[src/rtl/rvvi_tx_frame_arbiter.sv]
// rvvi_tx_frame_arbiter
//   Frame-level arbiter that shares the MAC AXI-stream TX port between the
//   RVVI trace packetizer (S0) and host-control reply frames (S1). Whole frames
//   are granted, so beats from different sources are never interleaved. S1 is
//   preferred, but after MAX_S1_RUN consecutive S1 frames with S0 waiting, S0
//   gets the next grant. A frame whose source stops presenting data for
//   TIMEOUT cycles is closed with a bad (tuser=1) last beat, and the rest of
//   that source's frame is then discarded.
//
// Ports
//   clk, reset          clock, asynchronous active-high reset
//   S0T*, S1T*          source streams (data 32, keep 4, valid, last, ready out)
//   MT*                 stream to the MAC (data, keep, valid, last, user, ready in)
//   Grant               registered one-hot owner {S1,S0}; 00 outside GNT0/GNT1
//   AbortCount          saturating count of aborted frames
//   FrameCount          wrapping count of frames closed on M (aborts included)
//   DbgState            current FSM state, for checkers
//
// Handshake: a beat moves on a port in every cycle where its tvalid and tready
// are both 1. A source keeps tdata/tkeep/tlast stable while tvalid=1 and
// tready=0; the arbiter never drops a beat it has acknowledged with tready.
module rvvi_tx_frame_arbiter #(
  parameter int MAX_S1_RUN = 4,
  parameter int TIMEOUT    = 4096,
  parameter int CNT_WIDTH  = 16
) (
  input  logic                 clk,
  input  logic                 reset,
  input  logic [31:0]          S0Tdata,
  input  logic [3:0]           S0Tkeep,
  input  logic                 S0Tvalid,
  input  logic                 S0Tlast,
  output logic                 S0Tready,
  input  logic [31:0]          S1Tdata,
  input  logic [3:0]           S1Tkeep,
  input  logic                 S1Tvalid,
  input  logic                 S1Tlast,
  output logic                 S1Tready,
  output logic [31:0]          MTdata,
  output logic [3:0]           MTkeep,
  output logic                 MTvalid,
  output logic                 MTlast,
  output logic                 MTuser,
  input  logic                 MTready,
  output logic [1:0]           Grant,
  output logic [CNT_WIDTH-1:0] AbortCount,
  output logic [CNT_WIDTH-1:0] FrameCount,
  output logic [2:0]           DbgState
);

  localparam int RW = $clog2(MAX_S1_RUN + 1);
  localparam int SW = (TIMEOUT > 1) ? $clog2(TIMEOUT) : 1;
  localparam logic [RW-1:0] RUN_MAX   = RW'(MAX_S1_RUN);
  localparam logic [SW-1:0] STALL_MAX = SW'((TIMEOUT > 0) ? TIMEOUT - 1 : 0);

  typedef enum logic [2:0] {
    ST_IDLE  = 3'd0,
    ST_GNT0  = 3'd1,
    ST_GNT1  = 3'd2,
    ST_ABORT = 3'd3,
    ST_FLUSH = 3'd4
  } state_t;

  state_t                r_state;
  logic                  r_src;       // granted source, kept through ABORT/FLUSH
  logic [1:0]            r_grant;
  logic [RW-1:0]         r_s1_run;    // consecutive S1 frames while S0 waited
  logic [SW-1:0]         r_stall;     // source-idle cycles inside the current grant
  logic [CNT_WIDTH-1:0]  r_abort_cnt;
  logic [CNT_WIDTH-1:0]  r_frame_cnt;

  logic        w_sel_valid;
  logic        w_sel_last;
  logic [31:0] w_sel_data;
  logic [3:0]  w_sel_keep;
  logic        w_in_gnt;
  logic        w_xfer;
  logic        w_timeout;
  logic        w_pick_s1;

  assign w_sel_valid = r_src ? S1Tvalid : S0Tvalid;
  assign w_sel_last  = r_src ? S1Tlast  : S0Tlast;
  assign w_sel_data  = r_src ? S1Tdata  : S0Tdata;
  assign w_sel_keep  = r_src ? S1Tkeep  : S0Tkeep;
  assign w_in_gnt    = (r_state == ST_GNT0) || (r_state == ST_GNT1);
  assign w_xfer      = w_in_gnt && w_sel_valid && MTready;
  // Only an absent source counts toward the timeout; MAC backpressure never does.
  assign w_timeout   = (TIMEOUT != 0) && w_in_gnt && !w_sel_valid && (r_stall == STALL_MAX);
  // S1 wins unless it has already used its run budget while S0 was waiting.
  assign w_pick_s1   = S1Tvalid && (!S0Tvalid || (r_s1_run != RUN_MAX));

  always_comb begin
    MTdata   = '0;
    MTkeep   = '0;
    MTvalid  = 1'b0;
    MTlast   = 1'b0;
    MTuser   = 1'b0;
    S0Tready = 1'b0;
    S1Tready = 1'b0;
    case (r_state)
      ST_GNT0, ST_GNT1: begin
        MTdata  = w_sel_data;
        MTkeep  = w_sel_keep;
        MTvalid = w_sel_valid;
        MTlast  = w_sel_last;
        if (r_src) S1Tready = MTready;
        else       S0Tready = MTready;
      end
      ST_ABORT: begin
        MTvalid = 1'b1;
        MTlast  = 1'b1;
        MTuser  = 1'b1;
        MTkeep  = 4'h1;
      end
      ST_FLUSH: begin
        if (r_src) S1Tready = 1'b1;
        else       S0Tready = 1'b1;
      end
      default: ;
    endcase
  end

  always_ff @(posedge clk or posedge reset) begin
    if (reset) begin
      r_state     <= ST_IDLE;
      r_src       <= 1'b0;
      r_grant     <= 2'b00;
      r_s1_run    <= '0;
      r_stall     <= '0;
      r_abort_cnt <= '0;
      r_frame_cnt <= '0;
    end else begin
      case (r_state)
        ST_IDLE: begin
          r_stall <= '0;
          if (w_pick_s1) begin
            r_state <= ST_GNT1;
            r_src   <= 1'b1;
            r_grant <= 2'b10;
          end else if (S0Tvalid) begin
            r_state <= ST_GNT0;
            r_src   <= 1'b0;
            r_grant <= 2'b01;
          end
        end
        ST_GNT0, ST_GNT1: begin
          if (w_xfer && w_sel_last) begin
            r_state     <= ST_IDLE;
            r_grant     <= 2'b00;
            r_stall     <= '0;
            r_frame_cnt <= r_frame_cnt + CNT_WIDTH'(1);
            if (!r_src || !S0Tvalid)
              r_s1_run <= '0;
            else if (r_s1_run != RUN_MAX)
              r_s1_run <= r_s1_run + RW'(1);
          end else if (w_timeout) begin
            r_state <= ST_ABORT;
            r_grant <= 2'b00;
            r_stall <= '0;
          end else if (w_xfer) begin
            r_stall <= '0;
          end else if (!w_sel_valid) begin
            r_stall <= r_stall + SW'(1);
          end
        end
        ST_ABORT: begin
          if (MTready) begin
            r_state     <= ST_FLUSH;
            r_frame_cnt <= r_frame_cnt + CNT_WIDTH'(1);
            if (r_abort_cnt != '1)
              r_abort_cnt <= r_abort_cnt + CNT_WIDTH'(1);
          end
        end
        ST_FLUSH: begin
          // Discard the aborted source's beats until its own frame end.
          if (w_sel_valid && w_sel_last) begin
            r_state <= ST_IDLE;
            if (!r_src) r_s1_run <= '0;
          end
        end
        default: r_state <= ST_IDLE;
      endcase
    end
  end

  assign Grant      = r_grant;
  assign AbortCount = r_abort_cnt;
  assign FrameCount = r_frame_cnt;
  assign DbgState   = r_state;

endmodule

[config.mk]
export PLATFORM = sky130hd
export DESIGN_NAME = rvvi_tx_frame_arbiter
export DESIGN_NICKNAME = d
export VERILOG_FILES = /design/src/rtl/rvvi_tx_frame_arbiter.sv
export SDC_FILE = /design/constraint.sdc
export NUM_CORES = 1
export LEC_CHECK = 0
export BUFFER_PORTS_ARGS = -buffer_cell sky130_fd_sc_hd__buf_4
export CORE_UTILIZATION = 43
export CTS_CLUSTER_DIAMETER = 80
export DETAILED_ROUTE_END_ITERATION = 12
export GPL_ROUTABILITY_DRIVEN = 1
export PLACE_DENSITY = 0.77
export SYNTH_ARGS = -nofsm -noshare
export SYNTH_HDL_FRONTEND = slang
export SYNTH_SLANG_ARGS = --single-unit
[constraint.sdc]
create_clock -name clk -period 1.7 [get_ports clk]
set_input_delay 0.17 -clock clk [delete_from_list [all_inputs] [get_ports clk]]
set_output_delay 0.17 -clock clk [all_outputs]
set_load 0.01 [all_outputs]
==> reports/results.ini, run 1 <==
[power]
p_seq_share_pct=18.8
p_clk_share_pct=7.7
powerDensity_nw_per_um2=1600
irDropWorstVdd_mv=1.33
leakage_nw=2.82
p_sw_mw=4.02
swShare_pct=43.5
p_int_mw=5.22
combPwrFrac_pct=73.4

[synth]
yosysMostFrequentCell=dfrtp_1
ys_seq_area_share_pct=39.0
yosysWarnings=0
synth_fp_nets=450
ys.flop_type=dfrtp_1
synthCells=366
synth_top_area_cell=dfrtp_1
synthTopCellsByCount=dfrtp_1 (53), nor2_1 (52), mux2i_1 (39), nand2_1 (34), xnor2_1 (20)
synth_edf_count=0
synth_seq_cells=53
syn_area_per_cell_um2=9.29
synth.area.top_cells=dfrtp_1 (39%), mux2i_1 (11%), nor2_1 (5.7%)
ys_types=56
synthArstFlopShare_pct=100
syn_area_um2=3400
synth_top_area_share_pct=39.0

[routing]
routedWlPerCell_um=17.3
routed_wl_um=11800
drc=0
avgViaCountPerCell=5.35
first_pass_iters=5
antenna_left=0
drt_iter0_markers=193
vias=3650

[global_route]
antenna_found_initial=0
grt_util_all_layers_pct=25.6
grt_pass1_vias=3428
grt-ovfl-total=0
grt_max_degree=54
grt_pass1_wl_um=16800

[die]
fp-row-count=32
die_height_um=90.9
coreArea_um2=7690
ioPinCount=157
die_w_um=90.9
start_util_pct=44.2
die-area_um2=8270

[timing]
setup_slack_ns=-0.192
timing.slew.headroom_pct=74.7
slew_viol_final=0
setup_viol=65
hold_viol=0
fmax_ghz=0.529
finalCritPeriodShare_pct=111
skew_ns=0.00731
min_period_ns=1.89
worst_slew_pin_slew_ns=0.379
rsz0062_at_grt=yes

[cells_and_area]
area_growth_pct=69.5
diodes=0
nNetsFinal=663
final_cell_area_um2=5760
nFillCells=536
drive_above_1_share_pct=57.6

[critical_path]
crit_start=r_src
max_stage_delay_ns=0.49
critical_path_class=reg -> reg
crit_fanout=7
crit_cells=5
rr_startpoint=r_src
path_cells=mux2i_2 > nand4_1 > or3_4 > and2_4 > a221o_1
end_kind=flop
path_delay_family=simple AND/OR/NAND/NOR gates
cp.arrival_ns=2.09
slowest_stage=dfrtp_2
rr_worst_depth=5
r2r_setup_slack_ns=-0.19
worst-path-buf-inv=0
crit-reg2reg-capture=Grant[0]
startpoint_type=flop
cp_data_required_time_ns=1.89
endpoint=Grant[0]

[place]
io_buffers=156
dp_slack_ns=-0.106
post_dp_cell_area_um2=4980
gp_congestion=0.849
dpl.hpwl_um=8140

[clock_network]
cts_inserted_buffers=5
cts-root-buf=clkbuf_8
cts_max_path_buffers=2
cts_sinks=53
clock_latency_ns=0.30
cts_max_level=2
cts_tree=built
clk_pin_slew_worst_paths_ns=0.10

[flow_run]
drv_cap=0

[worst_hold_path]
worstHoldPathType=in -> reg
holdCritStartpoint=S1Tvalid

[run_status]
status=complete, but fails checks
violations=setup timing

-- worst min-delay path, cell delays in order --
cell     delay, ns
buf_4         0.12
nand3_1       0.09
o21ai_0       0.08
-- cell usage in the layout, fill, tap and decap left out, drive strengths merged, types with 5 or more instances in the layout --
| cell | synthesis | layout |
|---|---|---|
| and2 | 7 | 7 |
| o31ai | 7 | 7 |
| xnor2 | 20 | 20 |
| o2bb2a | 5 | 5 |
| nand2 | 34 | 34 |
| xor2 | 11 | 11 |
| inv | 11 | 11 |
| mux2i | 39 | 39 |
| a21oi | 8 | 9 |
| nand4 | 13 | 13 |
| nor2 | 52 | 52 |
| buf | 11 | 218 |
| ha | 5 | 5 |
| nand3 | 17 | 17 |
| nor3 | 7 | 7 |
| dfrtp | 53 | 53 |
| and3 | 8 | 8 |
| o21ai | 12 | 12 |
| clkbuf | 5 | 6 |
-- power groups by stage --
stage	Combinational, mW	Sequential (mW)	Clock (mW)
2_1_floorplan	2.69	1.76	0
6_report	6.79	1.74	0.713
5_1_grt	7.18	1.77	0.759
4_1_cts	5.71	1.72	0.732
3_5_place_dp	5.02	1.72	0
3_3_place_gp	4.96	1.70	0
-- area by class of cell --
cell class	instances	area (um^2)	share of cell area, %
sequential	53	1330	23.1
clock buffer	5	68.8	1.19
clock inverter	3	17.5	0.304
multi-input combinational	287	2380	41.2
inverter	11	43.8	0.760
tap	102	128	2.21
timing repair buffer	221	1800	31.2
-- flip-flops by register name (all words and copies together), names as in the netlist --
register	flops
DbgState	3
r_s1_run	3
r_stall	12
AbortCount	16
Grant	2
r_src	1
FrameCount	16
-- stage by stage --
step	setup TNS [ns]	hold WS [ns]	cells	total power, mW	util (%)
global route	-9.73	0.235	682	9.71	75.0
global placement	-0.0818	0.249	653	6.66	64.8
CTS	-1.74	0.180	670	8.16	69.2
floorplan	-0.440	0.334	366	4.44	-
detailed placement	-1.24	0.252	653	6.74	64.8
finish	-6.53	0.189	682	9.24	75.0
-- cells by family after synthesis --
family | synth area share, %
AOI/OAI and AO/OA | 10.6
adders and majority gates | 2.13
muxes | 12.5
DFF | 39.0
xor gates and xnor gates | 8.21
buffers and inverters | 4.01
and+or+nand+nor | 23.6
-- worst min path at each step --
stage	depth (start not counted)	slack [ns]	to
floorplan	2	0.33	r_src
global placement	3	0.25	AbortCount[8]
detailed placement	3	0.25	AbortCount[14]
CTS	3	0.18	r_src
global route	3	0.23	r_src
finish	3	0.19	r_src
-- timing repair --
item | 4_1_cts | 5_1_grt
hold buffers | 1 | 0
buffers inserted | 6 | 11
pin swaps | 15 | 26
setup endpoints to repair | 74 | 81
hold endpoints to repair | 53 | 0
gates resized for setup | 52 | 81
gates cloned | 2 | 1
-- layer usage --
metal  up-vias  global-route usage, %  part of all wire (%)
li1       1719                      -                     -
met1      1758                   29.3                    38
met2       157                   47.9                    54
met3        16                   4.04                   5.7
met4         0                   8.99                   2.8
met5         -                      0                     0
(Power assumes the default switching activity.)
==> inputs of run 2 (changes only) <==
--- a/config.mk
+++ b/config.mk
@@ -6,11 +6,10 @@
 export NUM_CORES = 1
 export LEC_CHECK = 0
 export BUFFER_PORTS_ARGS = -buffer_cell sky130_fd_sc_hd__buf_4
-export CORE_UTILIZATION = 43
+export CORE_UTILIZATION = 25
 export CTS_CLUSTER_DIAMETER = 80
 export DETAILED_ROUTE_END_ITERATION = 12
 export GPL_ROUTABILITY_DRIVEN = 1
-export PLACE_DENSITY = 0.77
 export SYNTH_ARGS = -nofsm -noshare
 export SYNTH_HDL_FRONTEND = slang
 export SYNTH_SLANG_ARGS = --single-unit
==> constraint.sdc (replaced) <==
create_clock -name clk -period 1.57 [get_ports clk]
set_input_delay 0.157 -clock clk [delete_from_list [all_inputs] [get_ports clk]]
set_output_delay 0.157 -clock clk [all_outputs]
set_load 0.01 [all_outputs]
==> run 2 against run 1 <==
Against the previous run: the run still ends with setup timing left; largest power group unchanged; highest routed layer unchanged; non-clock buffer count grew 26; setup slack lost 0.075 ns; routed wire length down 3.3%.
==> reports/results.ini, run 2 (synthesis results as in run 1) <==
[cells_and_area]
final_common_cell=buf_4
drive_above_1_share_pct=53.8  ; -3.8 points
nFillCells=1304  ; +140%
area_growth_pct=76.5
layout_common_cells=buf_4 (225), dfrtp_1 (47), nor2_1 (47), mux2i_1 (38), nand2_1 (27)
nNetsFinal=689  ; +3.9%
diodes=0  ; unchanged
instances_no_fill=782  ; +15%

[clock_network]
cts_tree=built
cts_inserted_buffers=5  ; unchanged
clk_pin_slew_worst_paths_ns=0.07  ; -0.03 ns
cts_max_level=2  ; unchanged
cts_sinks=53  ; unchanged
cts_max_path_buffers=2  ; unchanged
cts-root-buf=clkbuf_16
clock_latency_ns=0.29  ; about the same

[power]
powerDensity_nw_per_um2=1610  ; +0.21%
leakage_nw=2.98  ; +5.7%
irDropWorstVdd_mv=0.877  ; -34%

[timing]
hold_viol=0  ; unchanged
fmax_ghz=0.544
rsz0062_at_grt=yes
fin_tns_setup_ns=-10.41  ; -3.88 ns
finalCritPeriodShare_pct=117
min_period_ns=1.84
setup_slack_ns=-0.267  ; -0.0753 ns
slew_viol_final=0  ; unchanged
timing.slew.headroom_pct=72.2  ; -2.5 points
skew_ns=0.00485  ; -0.00246 ns
worst_slew_pin_slew_ns=0.417  ; +0.0386 ns
setup_viol=83  ; +28%

[critical_path]
path_delay_family=flip-flops
crit_cells=6  ; +1
end_kind=primary output
crit_start=r_src
endpoint=MTlast
crit-reg2reg-capture=Grant[0]
cp.arrival_ns=1.68  ; -0.41 ns
crit_fanout=5  ; -2
cp_data_required_time_ns=1.41  ; -0.48 ns
path_cells=buf_6 > buf_6 > mux2i_2 > maj3_2 > nor2_1 > buf_4
rr_worst_depth=5  ; unchanged
critical_path_class=reg -> out
startpoint_type=flop
max_stage_delay_ns=0.43  ; -0.06 ns
r2r_setup_slack_ns=-0.22  ; -0.03 ns
rr_startpoint=r_src
slowest_stage=dfrtp_2
worst_path_most_repeated_cell=buf_6
worst-path-buf-inv=3  ; +3

[routing]
antenna_left=0  ; unchanged
first_pass_iters=4  ; -1
avgViaCountPerCell=4.60  ; -14%
routedWlPerCell_um=14.6  ; -16%
drt_iter0_markers=129  ; -33%
vias=3597  ; -1.5%
routed_wl_um=11400  ; -3.3%
drc=0  ; unchanged

[global_route]
gr-usage-met2_pct=30.2  ; -18 points
grt_max_degree=41  ; -24%
grt_util_all_layers_pct=16.3  ; -9.3 points
grt.busiest_layer=met2
use_met1_pct=19.2  ; -10 points
grt-ovfl-total=0  ; unchanged
antenna_found_initial=0  ; unchanged
grt_pass1_wl_um=18400  ; +9.4%
met3_usage_pct=2.94  ; -1.1 points
grt_pass1_vias=3671  ; +7.1%

[place]
dp_cells=761  ; +17%
io_buffers=156  ; unchanged
gp_congestion=0.860  ; +1.3%
dpl.hpwl_um=9030  ; +11%

[die]
die_w_um=119  ; +30%
start_util_pct=25.7  ; -19 points
ioPinCount=157  ; unchanged
coreArea_um2=13200  ; +72%
die-area_um2=14100  ; +70%
fp-row-count=42  ; +31%
die_height_um=119  ; +30%

[run_status]
status=complete, but fails checks
violations=setup timing

[worst_hold_path]
worstHoldPathType=in -> reg

[flow_run]
drv_cap=0  ; unchanged

-- run 2: changes by cell type in the layout (fill, tap and decap cells not counted), moves of 6 or more --
cell     delta
buf_4      +22
o21ai_1     +6
buf_6       +7
nor2_2     -21
nor2_1     +20
-- run 2: per-layer routing --
| metal | part of all wire (%) | up-vias |
|---|---|---|
| li1 | - | 1783 |
| met1 | 42 | 1678 |
| met2 | 51 | 130 |
| met3 | 6.0 | 6 |
| met4 | 0.95 | 0 |
| met5 | 0 | - |
-- run 2: timing repair --
item,4_1_cts,5_1_grt
endpoints found under the setup margin,87,89
hold buffers,1,0
endpoints found under the hold margin,16,0
resized for setup,52,31
setup buffers,5,7
pin swaps,28,20
gates cloned,1,0
-- run 2: final cells by class --
cell class	instances	area, um^2	share of cell area [%]
flip-flops and latches	53	1330	22.2
clock inverters	1	7.51	0.125
well taps	176	220	3.67
repair buffers	247	1960	32.6
clock buffers	7	143	2.38
inverters	11	43.8	0.730
multi-input cells	287	2300	38.3
-- run 2: through the flow --
| step | instance area, um^2 | hold WS (ns) | utilization (%) | setup WS (ns) | power (mW) |
|---|---|---|---|---|---|
| finish | 6000 | 0.282 | 45.3 | -0.267 | 9.64 |
| global route | 6000 | 0.293 | 45.3 | -0.308 | 10.3 |
| CTS | 5820 | 0.279 | 44.0 | -0.254 | 9.51 |
| detailed placement | 5430 | 0.169 | 41.0 | -0.205 | 7.77 |
| global placement | 5430 | 0.163 | 41.0 | -0.187 | 7.73 |
| floorplan | 3560 | 0.321 | - | -0.228 | 5.14 |
-- run 2: power by group --
part / switching, mW / internal [mW]
clock network: 0.499 / 0.637
registers: 0.210 / 1.62
logic: 3.27 / 3.41
-- run 2: worst min path at each step --
stage | startpoint | endpoint | slack (ns) | cells after the start
2_1_floorplan | S1Tvalid | r_src | 0.32 | 2
3_3_place_gp | reset | FrameCount[15] | 0.16 | 2
3_5_place_dp | reset | FrameCount[8] | 0.17 | 2
4_1_cts | S1Tvalid | r_src | 0.28 | 4
5_1_grt | S1Tvalid | r_src | 0.29 | 4
6_report | S1Tvalid | r_src | 0.28 | 4
-- run 2: worst min-delay path: stages --
cell and delay (ns):
buf_4 0.11, buf_4 0.11, nand3_1 0.07, o21ai_0 0.08
